<file path="src/rtl/foo_lane_tx_if.sv">
// Word-in handshake bundle for foo_lane_tx: valid/ready plus payload and destination lane.
// Latency: none, wires only.
// Backpressure: producer holds in_valid/in_data/in_lane stable until in_ready is high at a clock edge.
//
// Signals:
//   in_valid  producer -> transmitter  word available
//   in_ready  transmitter -> producer  word will be taken at the next rising edge
//   in_data   producer -> transmitter  payload, DATA_W bits
//   in_lane   producer -> transmitter  destination lane index, LANE_W bits
interface foo_lane_tx_if #(
    parameter int DATA_W = 8,
    parameter int LANE_W = 2
) ();
    logic              in_valid;
    logic              in_ready;
    logic [DATA_W-1:0] in_data;
    logic [LANE_W-1:0] in_lane;

    modport master (
        output in_valid,
        output in_data,
        output in_lane,
        input  in_ready
    );

    modport slave (
        input  in_valid,
        input  in_data,
        input  in_lane,
        output in_ready
    );
endinterface

</file>
<file path="src/rtl/foo_lane_tx.sv">
// Serialises parallel words into framed bit streams on one of N 1-bit lanes (foos[i].a).
// Latency: start bit on lane_a one cycle after accept; frame is DATA_W+2 cycles (DATA_W+3 with parity).
// Backpressure: in_ready low from accept until the STOP cycle; upstream holds its word meanwhile.
//
// Ports:
//   clk, rst_n   rising-edge clock; asynchronous active-low reset
//   in_if        slave side of foo_lane_tx_if (in_valid/in_ready/in_data/in_lane)
//   lane_a[N]    lane_a[i] drives foos[i].a; idle level 0
//   busy         high from the start bit through the STOP bit
//   lane_err     one-cycle pulse after a word addressed to a lane >= N was consumed and dropped
//   tx_count     completed frames, 16-bit wrapping
//
// Build option: define FOO_LANE_TX_PARITY_EN to insert an even-parity bit (^data) after the data bits.
// Frame: START(1), data LSB first, [PARITY], STOP(0). All outputs come straight from flops.
module foo_lane_tx #(
    parameter int N      = 4,
    parameter int DATA_W = 8
) (
    input  logic            clk,
    input  logic            rst_n,
    foo_lane_tx_if.slave    in_if,
    output logic [N-1:0]    lane_a,
    output logic            busy,
    output logic            lane_err,
    output logic [15:0]     tx_count
);

    localparam int LANE_W = (N > 1) ? $clog2(N) : 1;
    localparam int CNT_W  = (DATA_W > 1) ? $clog2(DATA_W) : 1;
    localparam int LAST_I = DATA_W - 1;

    // Lane limit one bit wider than the index so N = 2**LANE_W still compares correctly.
    localparam logic [LANE_W:0]    N_LIM    = N[LANE_W:0];
    localparam logic [CNT_W-1:0]   LAST_BIT = LAST_I[CNT_W-1:0];

    typedef enum logic [2:0] {
        S_IDLE,
        S_START,
        S_DATA,
        S_PARITY,
        S_STOP
    } state_t;

    state_t              state_q,    state_d;
    logic [DATA_W-1:0]   data_q,     data_d;
    logic [LANE_W-1:0]   lane_q,     lane_d;
    logic [CNT_W-1:0]    cnt_q,      cnt_d;
    logic [N-1:0]        lane_a_q,   lane_a_d;
    logic                busy_q,     busy_d;
    logic                ready_q,    ready_d;
    logic                err_q,      err_d;
    logic [15:0]         tx_count_q, tx_count_d;

    // Bit and lane that lane_a will show during the next cycle.
    logic                tx_bit;
    logic [LANE_W-1:0]   tx_lane;

    logic                accept;
    logic                lane_ok;
    logic [LANE_W-1:0]   lane_eff;
    logic [CNT_W-1:0]    cnt_nxt;

    // A single-lane build ignores the index entirely; otherwise indices >= N are rejected.
    always_comb begin
        if (N == 1) begin
            lane_eff = '0;
            lane_ok  = 1'b1;
        end else begin
            lane_eff = in_if.in_lane;
            lane_ok  = ({1'b0, in_if.in_lane} < N_LIM);
        end
    end

    // ready_q is only ever high in IDLE and STOP, so it alone qualifies the handshake.
    assign accept  = in_if.in_valid && ready_q;
    assign cnt_nxt = cnt_q + 1'b1;

    always_comb begin
        state_d    = state_q;
        data_d     = data_q;
        lane_d     = lane_q;
        cnt_d      = cnt_q;
        busy_d     = busy_q;
        ready_d    = ready_q;
        err_d      = 1'b0;
        tx_count_d = tx_count_q;
        tx_bit     = 1'b0;
        tx_lane    = lane_q;

        case (state_q)
            // STOP shares IDLE's accept path so a held in_valid starts the next
            // frame right after the single STOP zero.
            S_IDLE, S_STOP: begin
                state_d = S_IDLE;
                busy_d  = 1'b0;
                ready_d = 1'b1;
                if (accept) begin
                    if (lane_ok) begin
                        state_d = S_START;
                        data_d  = in_if.in_data;
                        lane_d  = lane_eff;
                        tx_bit  = 1'b1;
                        tx_lane = lane_eff;
                        busy_d  = 1'b1;
                        ready_d = 1'b0;
                    end else begin
                        // Word consumed but dropped; transmitter stays available.
                        err_d = 1'b1;
                    end
                end
            end

            S_START: begin
                state_d = S_DATA;
                cnt_d   = '0;
                tx_bit  = data_q[0];
            end

            S_DATA: begin
                if (cnt_q == LAST_BIT) begin
`ifdef FOO_LANE_TX_PARITY_EN
                    state_d = S_PARITY;
                    tx_bit  = ^data_q;
`else
                    state_d    = S_STOP;
                    tx_bit     = 1'b0;
                    ready_d    = 1'b1;
                    tx_count_d = tx_count_q + 16'd1;
`endif
                end else begin
                    cnt_d  = cnt_nxt;
                    tx_bit = data_q[cnt_nxt];
                end
            end

`ifdef FOO_LANE_TX_PARITY_EN
            S_PARITY: begin
                state_d    = S_STOP;
                tx_bit     = 1'b0;
                ready_d    = 1'b1;
                tx_count_d = tx_count_q + 16'd1;
            end
`endif

            default: begin
                state_d = S_IDLE;
                busy_d  = 1'b0;
                ready_d = 1'b1;
            end
        endcase

        // Only the selected lane ever carries the frame; all others stay at idle 0.
        for (int i = 0; i < N; i++) begin
            lane_a_d[i] = tx_bit && (tx_lane == LANE_W'(i));
        end
    end

    always_ff @(posedge clk or negedge rst_n) begin
        if (!rst_n) begin
            state_q    <= S_IDLE;
            data_q     <= '0;
            lane_q     <= '0;
            cnt_q      <= '0;
            lane_a_q   <= '0;
            busy_q     <= 1'b0;
            ready_q    <= 1'b0;
            err_q      <= 1'b0;
            tx_count_q <= 16'd0;
        end else begin
            state_q    <= state_d;
            data_q     <= data_d;
            lane_q     <= lane_d;
            cnt_q      <= cnt_d;
            lane_a_q   <= lane_a_d;
            busy_q     <= busy_d;
            ready_q    <= ready_d;
            err_q      <= err_d;
            tx_count_q <= tx_count_d;
        end
    end

    assign lane_a         = lane_a_q;
    assign busy           = busy_q;
    assign lane_err       = err_q;
    assign tx_count       = tx_count_q;
    assign in_if.in_ready = ready_q;

endmodule

</file>
<file path="src/flat_wrapper.sv">
// flat-port wrapper written by rule: the top's interface ports become plain ports
module foo_lane_tx_flat 
#(
    parameter int N      = 4,
    parameter int DATA_W = 8
)
  (clk, rst_n, lane_a, busy, lane_err, tx_count, in_if_in_valid, in_if_in_data, in_if_in_lane, in_if_in_ready);
  foo_lane_tx_if #(.DATA_W(DATA_W), .LANE_W(2)) in_if_i ();
  input  logic clk;
  input  logic rst_n;
  output logic [N-1:0] lane_a;
  output logic busy;
  output logic lane_err;
  output logic [15:0] tx_count;
  input wire logic [$bits(in_if_i.in_valid)-1:0] in_if_in_valid;
  input wire logic [$bits(in_if_i.in_data)-1:0] in_if_in_data;
  input wire logic [$bits(in_if_i.in_lane)-1:0] in_if_in_lane;
  output wire logic [$bits(in_if_i.in_ready)-1:0] in_if_in_ready;
  assign in_if_i.in_valid = in_if_in_valid;
  assign in_if_i.in_data = in_if_in_data;
  assign in_if_i.in_lane = in_if_in_lane;
  assign in_if_in_ready = in_if_i.in_ready;
  foo_lane_tx #(.N(N), .DATA_W(DATA_W)) u_core (.clk(clk), .rst_n(rst_n), .in_if(in_if_i), .lane_a(lane_a), .busy(busy), .lane_err(lane_err), .tx_count(tx_count));
endmodule
</file>
<file path="config.mk">
export PLATFORM = sky130hd
export DESIGN_NAME = foo_lane_tx_flat
export DESIGN_NICKNAME = d
export VERILOG_FILES = /design/src/rtl/foo_lane_tx_if.sv /design/src/rtl/foo_lane_tx.sv /design/src/flat_wrapper.sv
export SDC_FILE = /design/constraint.sdc
export NUM_CORES = 1
export LEC_CHECK = 0
export BUFFER_PORTS_ARGS = -buffer_cell sky130_fd_sc_hd__buf_2
export CAP_MARGIN = 20
export CORE_MARGIN = 5
export CORE_UTILIZATION = 35
export CTS_CLUSTER_SIZE = 25
export DETAILED_ROUTE_END_ITERATION = 7
export GPL_TIMING_DRIVEN = 0
export PLACE_DENSITY_LB_ADDON = 0.25
export SLEW_MARGIN = 0
export SYNTH_ARGS = -nofsm -noshare
export SYNTH_HDL_FRONTEND = slang
export SYNTH_SLANG_ARGS = --single-unit
</file>
<file path="constraint.sdc">
create_clock -name clk -period 2.5 [get_ports clk]
set_input_delay 0.25 -clock clk [delete_from_list [all_inputs] [get_ports clk]]
set_output_delay 0.25 -clock clk [all_outputs]
set_load 0.005 [all_outputs]
</file>
[After elaboration in Yosys (flattened, before gate mapping)]
Cells that the tools add are included.
Cells by class
  add/sub/neg operators: 2
  $lt $le $gt $ge: 1
  equality and inequality tests: 9
  multiplexer cells: 16
  bitwise operators: 1
  reduce and logical (&&, ||, !) cells: 14
Operators by type and width (count)
  16-bit by 1-bit adder with 16-bit output (second input constant): 1
  3-bit one-hot mux with 3 select lines: 1
  2-bit AND reduction: 4
  3-bit equality test (second input constant): 2
  1-bit two-way mux: 6
  3-bit two-way mux: 2
  1-bit one-hot mux with 3 select lines: 2
  3-bit one-hot mux with 2 select lines: 1
  1-bit logical AND: 5
  2-bit equality test (second input constant): 2
  3-bit by 4-bit less-than comparator with 1-bit output (second input constant): 1
  2-bit two-way mux: 2
  2-bit OR reduction: 2
  3-bit by 1-bit adder with 3-bit output (second input constant): 1
  1-bit binary-select mux with 3-bit select: 1
  3-bit by 1-bit equality test with 1-bit output (second input constant): 1
  3-bit by 2-bit equality test with 1-bit output (second input constant): 1
  3-bit zero test: 1
  2-bit by 1-bit equality test with 1-bit output (second input constant): 1
  2-bit zero test: 1
  2-bit by 1-bit inequality test with 1-bit output (second input constant): 1
  2-bit inequality test (second input constant): 1
  1-bit one-hot mux with 2 select lines: 1
  2-bit nonzero test: 1
  1-bit inverter: 1
Word-level totals
  bits in registers: 38
  input port bits: 13
  output and inout port bits: 23
  logic and storage cells: 51

[Logic depth before layout (Yosys ltp)]
  word-level depth: 6
  depth in mapped cells: 7
  gate-level depth less buffers: 6

[Worst setup path before layout]
Ideal clock, no wire load.
  path kind: reg-to-reg
  from: reg u_core.cnt_q[0]
  to: reg u_core.cnt_q[1]
  setup time: 0.121 ns
  arrival time: 1.672 ns
  required time: 2.379 ns
  setup slack: 0.707 ns
  stages on the path, launching flop included: 6
  buffers on the path: 0
  clock period less this slack: 1.793 ns
  path through: dfrtp_1 > ha_1 > ha_1 > or3b_2 > a21o_1 > a22o_1
Between the ends
  word-level cells in the longest chain between the ends: 3
  elaborated cells between the ends (all ways): 6
Ends and longest elaborated chain
  start, declared: line foo_lane_tx.sv:47  | logic [CNT_W-1:0] cnt_q, cnt_d;
  start signal, assigned: line foo_lane_tx.sv:173  | cnt_q <= cnt_d;
  3-bit by 1-bit adder with 3-bit output / 3-bit equality test (equally long branches): line foo_lane_tx.sv:76, foo_lane_tx.sv:120
  3-bit two-way mux / 2-bit inequality test (equally long branches)
  3-bit one-hot mux with 2 select lines / 2-bit AND reduction (equally long branches)
Parallel ways exist; a longest one is shown, timed or not. The select of a mux whose other input is x is not followed.
A chain may end at the register's enable or synchronous reset.

[Worst setup path in the final report]
  from: reg u_core.cnt_q[0]
  to: reg u_core.lane_a_q[2] (netlist: u_core.lane_a[2])
Between the ends
  word-level cells in the longest chain between the ends: 6
  elaborated cells between the ends (all ways): 7
Ends and longest elaborated chain
  3-bit by 1-bit adder with 3-bit output: line foo_lane_tx.sv:76  | assign cnt_nxt = cnt_q + 1'b1;
  1-bit binary-select mux with 3-bit select: line foo_lane_tx.sv:132  | tx_bit = data_q[cnt_nxt];
  1-bit two-way mux (implied by the code): line foo_lane_tx.sv:132
  1-bit two-way mux (*): line foo_lane_tx.sv:120  | if (cnt_q == LAST_BIT) begin
  1-bit one-hot mux with 3 select lines (*): line foo_lane_tx.sv:90  | case (state_q)
  1-bit logical AND (*): line foo_lane_tx.sv:154  | lane_a_d[i] = tx_bit && (tx_lane == LANE_W'(i));
  named net u_core.lane_a_d[2]: line foo_lane_tx.sv:48  | logic [N-1:0] lane_a_q, lane_a_d;
  end signal, assigned: line foo_lane_tx.sv:174  | lane_a_q <= lane_a_d;
  end, declared: line foo_lane_tx.sv:48
Mark *: on every way through the listed nets, which the timed path passes. The rest lies on a longest branch. The select of a mux whose other input is x is not followed.

==> results.ini <==
[outcome]
status=completed

[route]
drc=0
wl_met3_um=218
vias=1101
drt-initial-drc-count=47
viasPerCell=4.850
first_pass_iters=4
finalWirelength_um=3239
drtAntennaViolNets=0
wl_per_cell_um=14.27
drt-met1-wl_um=1365
route.met2.wl_um=1595
top_layer=met4

[critical_path]
crit_chain=ha_1, ha_1, nor4b_2, a41oi_2, nor3_1
reg2regPathDepth=5
required_ns=2.70
worst-r2r-setup-slack_ns=0.56
critPathMaxStageDelay_ns=0.50
reg2reg_from=u_core.cnt_q[0]
end_kind=flop
worst-path-max-fanout=6
crit_top_cell=ha_1
slowest_stage=nor4b_2
start_kind=flop
r2r_end=u_core.lane_a[2]
crit_type=flop to flop
startpoint=u_core.cnt_q[0]
critPathArrivalTime_ns=2.14

[cts]
cts_root_buffer=clkbuf_8
cts_setup_buffers=0
numCtsBuffers=5
cts.path.max_buffers=2
insertion_delay_ns=0.29
hold_buffers=0
cts_sinks=38
cts_tree=built
htree_levels=2
path_clk_slew_ns=0.07
cts_resized=0

[cells_and_area]
multiInputGateArea_um2=686.9
ff_latch_area_um2=950.9
nets=188
num_antenna_cells=0
drive_above_1_share=0.3642
areaGrowthSynthToFinish_pct=19.58
num-fill-cells=465

[sta]
maxSlewViolCount=0
fin_crit_sh=0.7757
rsz0062_at_grt=no
fmax_mhz=515.7
period_minus_slack_ns=1.939
tns_ns=0
hold_violations=0
maxSlewHeadroom=0.4424
fin_worst_skew_ns=0.003822
setup_viol=0
worst_slew_pin_slew_ns=0.8364
hold_ws_ns=0.06076

[floorplan]
fp.dieW_um=79.29
core_mm2=0.004692
io_pins=36
std_cell_rows=25
initial_core_util=0.3581
die_y_um=79.29
die_area_mm2=0.006287

[yosys]
synth-seq-cells=38
yosysWarnings=0
synth_nets=147
synth_cell_types=34
ys_seq_area_frac=0.5659
yosysTopAreaCellShare=0.5659
syn_area_mm2=0.001680
yosys-top-cells-area=dfrtp_1, mux2_2, xnor2_1
synth_cells=131
synth_top_area_cell=dfrtp_1
avgSynthCellArea_um2=12.83

[placement]
gp_congestion=0.8367
port_buffers=34
hpwl_um=2369

[power_and_ir_drop]
ir_worst_vdd_mv=0.3603
power.leakage_nw=1.039
powerDensity_mw_per_mm2=984.3

[global_route]
grt_usage=0.1183
grt-ovfl-total=0
grt_pass1_vias=1210
antenna_found_initial=0
grt_max_degree=39
grt_first_pass_wirelength_um=5727

[hold_path]
min_path_type=input pin to async pin

[flow_run]
cap_violations=0

==> registers in the layout (all words and copies together), names as in the netlist <==
signal / flops
u_core.data_q: 8
u_core.in_if.in_ready: 1
u_core.lane_q: 2
u_core.state_q: 3
u_core.busy: 1
u_core.tx_count: 16
u_core.cnt_q: 3
u_core.lane_a: 4
==> per-layer routing <==
layer  up-vias  global-route usage
li1        534                   -
met1       533              0.1412
met2        27              0.1869
met3         7             0.05215
met4         0             0.04639
met5         -                   0
==> worst max path at each step <==
| stage | to | slack, ns | cells past startpoint |
|---|---|---|---|
| floorplan | u_core.cnt_q[1] | 0.71 | 5 |
| global placement | u_core.cnt_q[1] | 0.61 | 5 |
| detailed placement | u_core.cnt_q[2] | 0.59 | 5 |
| CTS | u_core.cnt_q[1] | 0.56 | 5 |
| global route | u_core.tx_count[13] | 0.41 | 7 |
| finish | u_core.lane_a[2] | 0.56 | 5 |
==> metrics by stage <==
step	setup WS (ns)	total power, W	instances	instance area, um2	util
floorplan	0.7070	0.001372	131	1680	-
global placement	0.6126	0.001539	219	1918	0.4088
detailed placement	0.5868	0.001569	219	1918	0.4088
CTS	0.5645	0.002010	227	2009	0.4283
global route	0.4095	0.002140	227	2009	0.4283
finish	0.5608	0.001978	227	2009	0.4283
==> cells by family (layout without fill, tap and decap cells) <==
logic type / Yosys count / count (layout) / share of synthesized area
xor gates and xnor gates: 16 / 16 / 0.08340
and+or+nand+nor: 44 / 44 / 0.1742
AOI/OAI and AO/OA: 7 / 7 / 0.03575
muxes: 13 / 13 / 0.09084
DFF: 38 / 38 / 0.5659
adders and majority gates: 3 / 3 / 0.02234
other: 1 / 1 / 0.002232
buffers and inverters: 9 / 51 / 0.02531
==> critical path, delay by kind of cell, from the launching register on <==
family	cells	cell delay [ns]
simple gates	2	0.69
fa+ha+maj	2	0.47
flops	1	0.44
compound gates	1	0.25
==> synth_stat cells (all sizes together) <==
cell type / instances
or3b: 1
xor2: 7
inv: 6
nand4: 2
nor4: 3
a21o: 1
xnor2: 9
nand2: 9
nand4bb: 1
nor2: 6
nand2b: 1
and3: 1
nor4b: 1
a22o: 2
mux4: 1
a41oi: 1
buf: 3
mux2: 8
and4: 1
mux2i: 4
nor3: 6
nand3: 7
dfrtp: 38
a21oi: 2
conb: 1
or2: 2
nand3b: 3
a31o: 1
ha: 3
==> layout by cell type (no fill, tap or decap), types with 2 or more instances in the layout <==
cell type | synthesis | routed
a21oi_1 | 2 | 2
a22o_1 | 2 | 2
buf_2 | 1 | 35
buf_4 | 2 | 2
clkbuf_8 | 0 | 6
dfrtp_1 | 38 | 38
ha_1 | 3 | 3
inv_1 | 6 | 6
mux2_2 | 8 | 8
mux2i_1 | 4 | 4
nand2_1 | 9 | 9
nand3_1 | 7 | 7
nand3b_1 | 3 | 3
nor2_1 | 6 | 6
nor3_1 | 4 | 4
nor3_2 | 2 | 2
nor4_4 | 2 | 2
xnor2_1 | 9 | 9
xor2_1 | 7 | 7
==> power by group <==
group / internal [W] / switching, W
Combinational: 0.000335 / 0.000297
Clock: 0.000222 / 0.000207
Sequential: 0.000792 / 0.000125
==> layout make-up <==
type,instances,area share
Buffer,3,0.009963
Clock buffer,7,0.04296
Clock inverter,1,0.002491
Inverter,6,0.01121
Multi-Input combinational cell,84,0.3418
Sequential cell,38,0.4732
Tap cell,54,0.03362
Timing Repair Buffer,34,0.08468
Note: power is estimated with default switching activity, not from simulation.
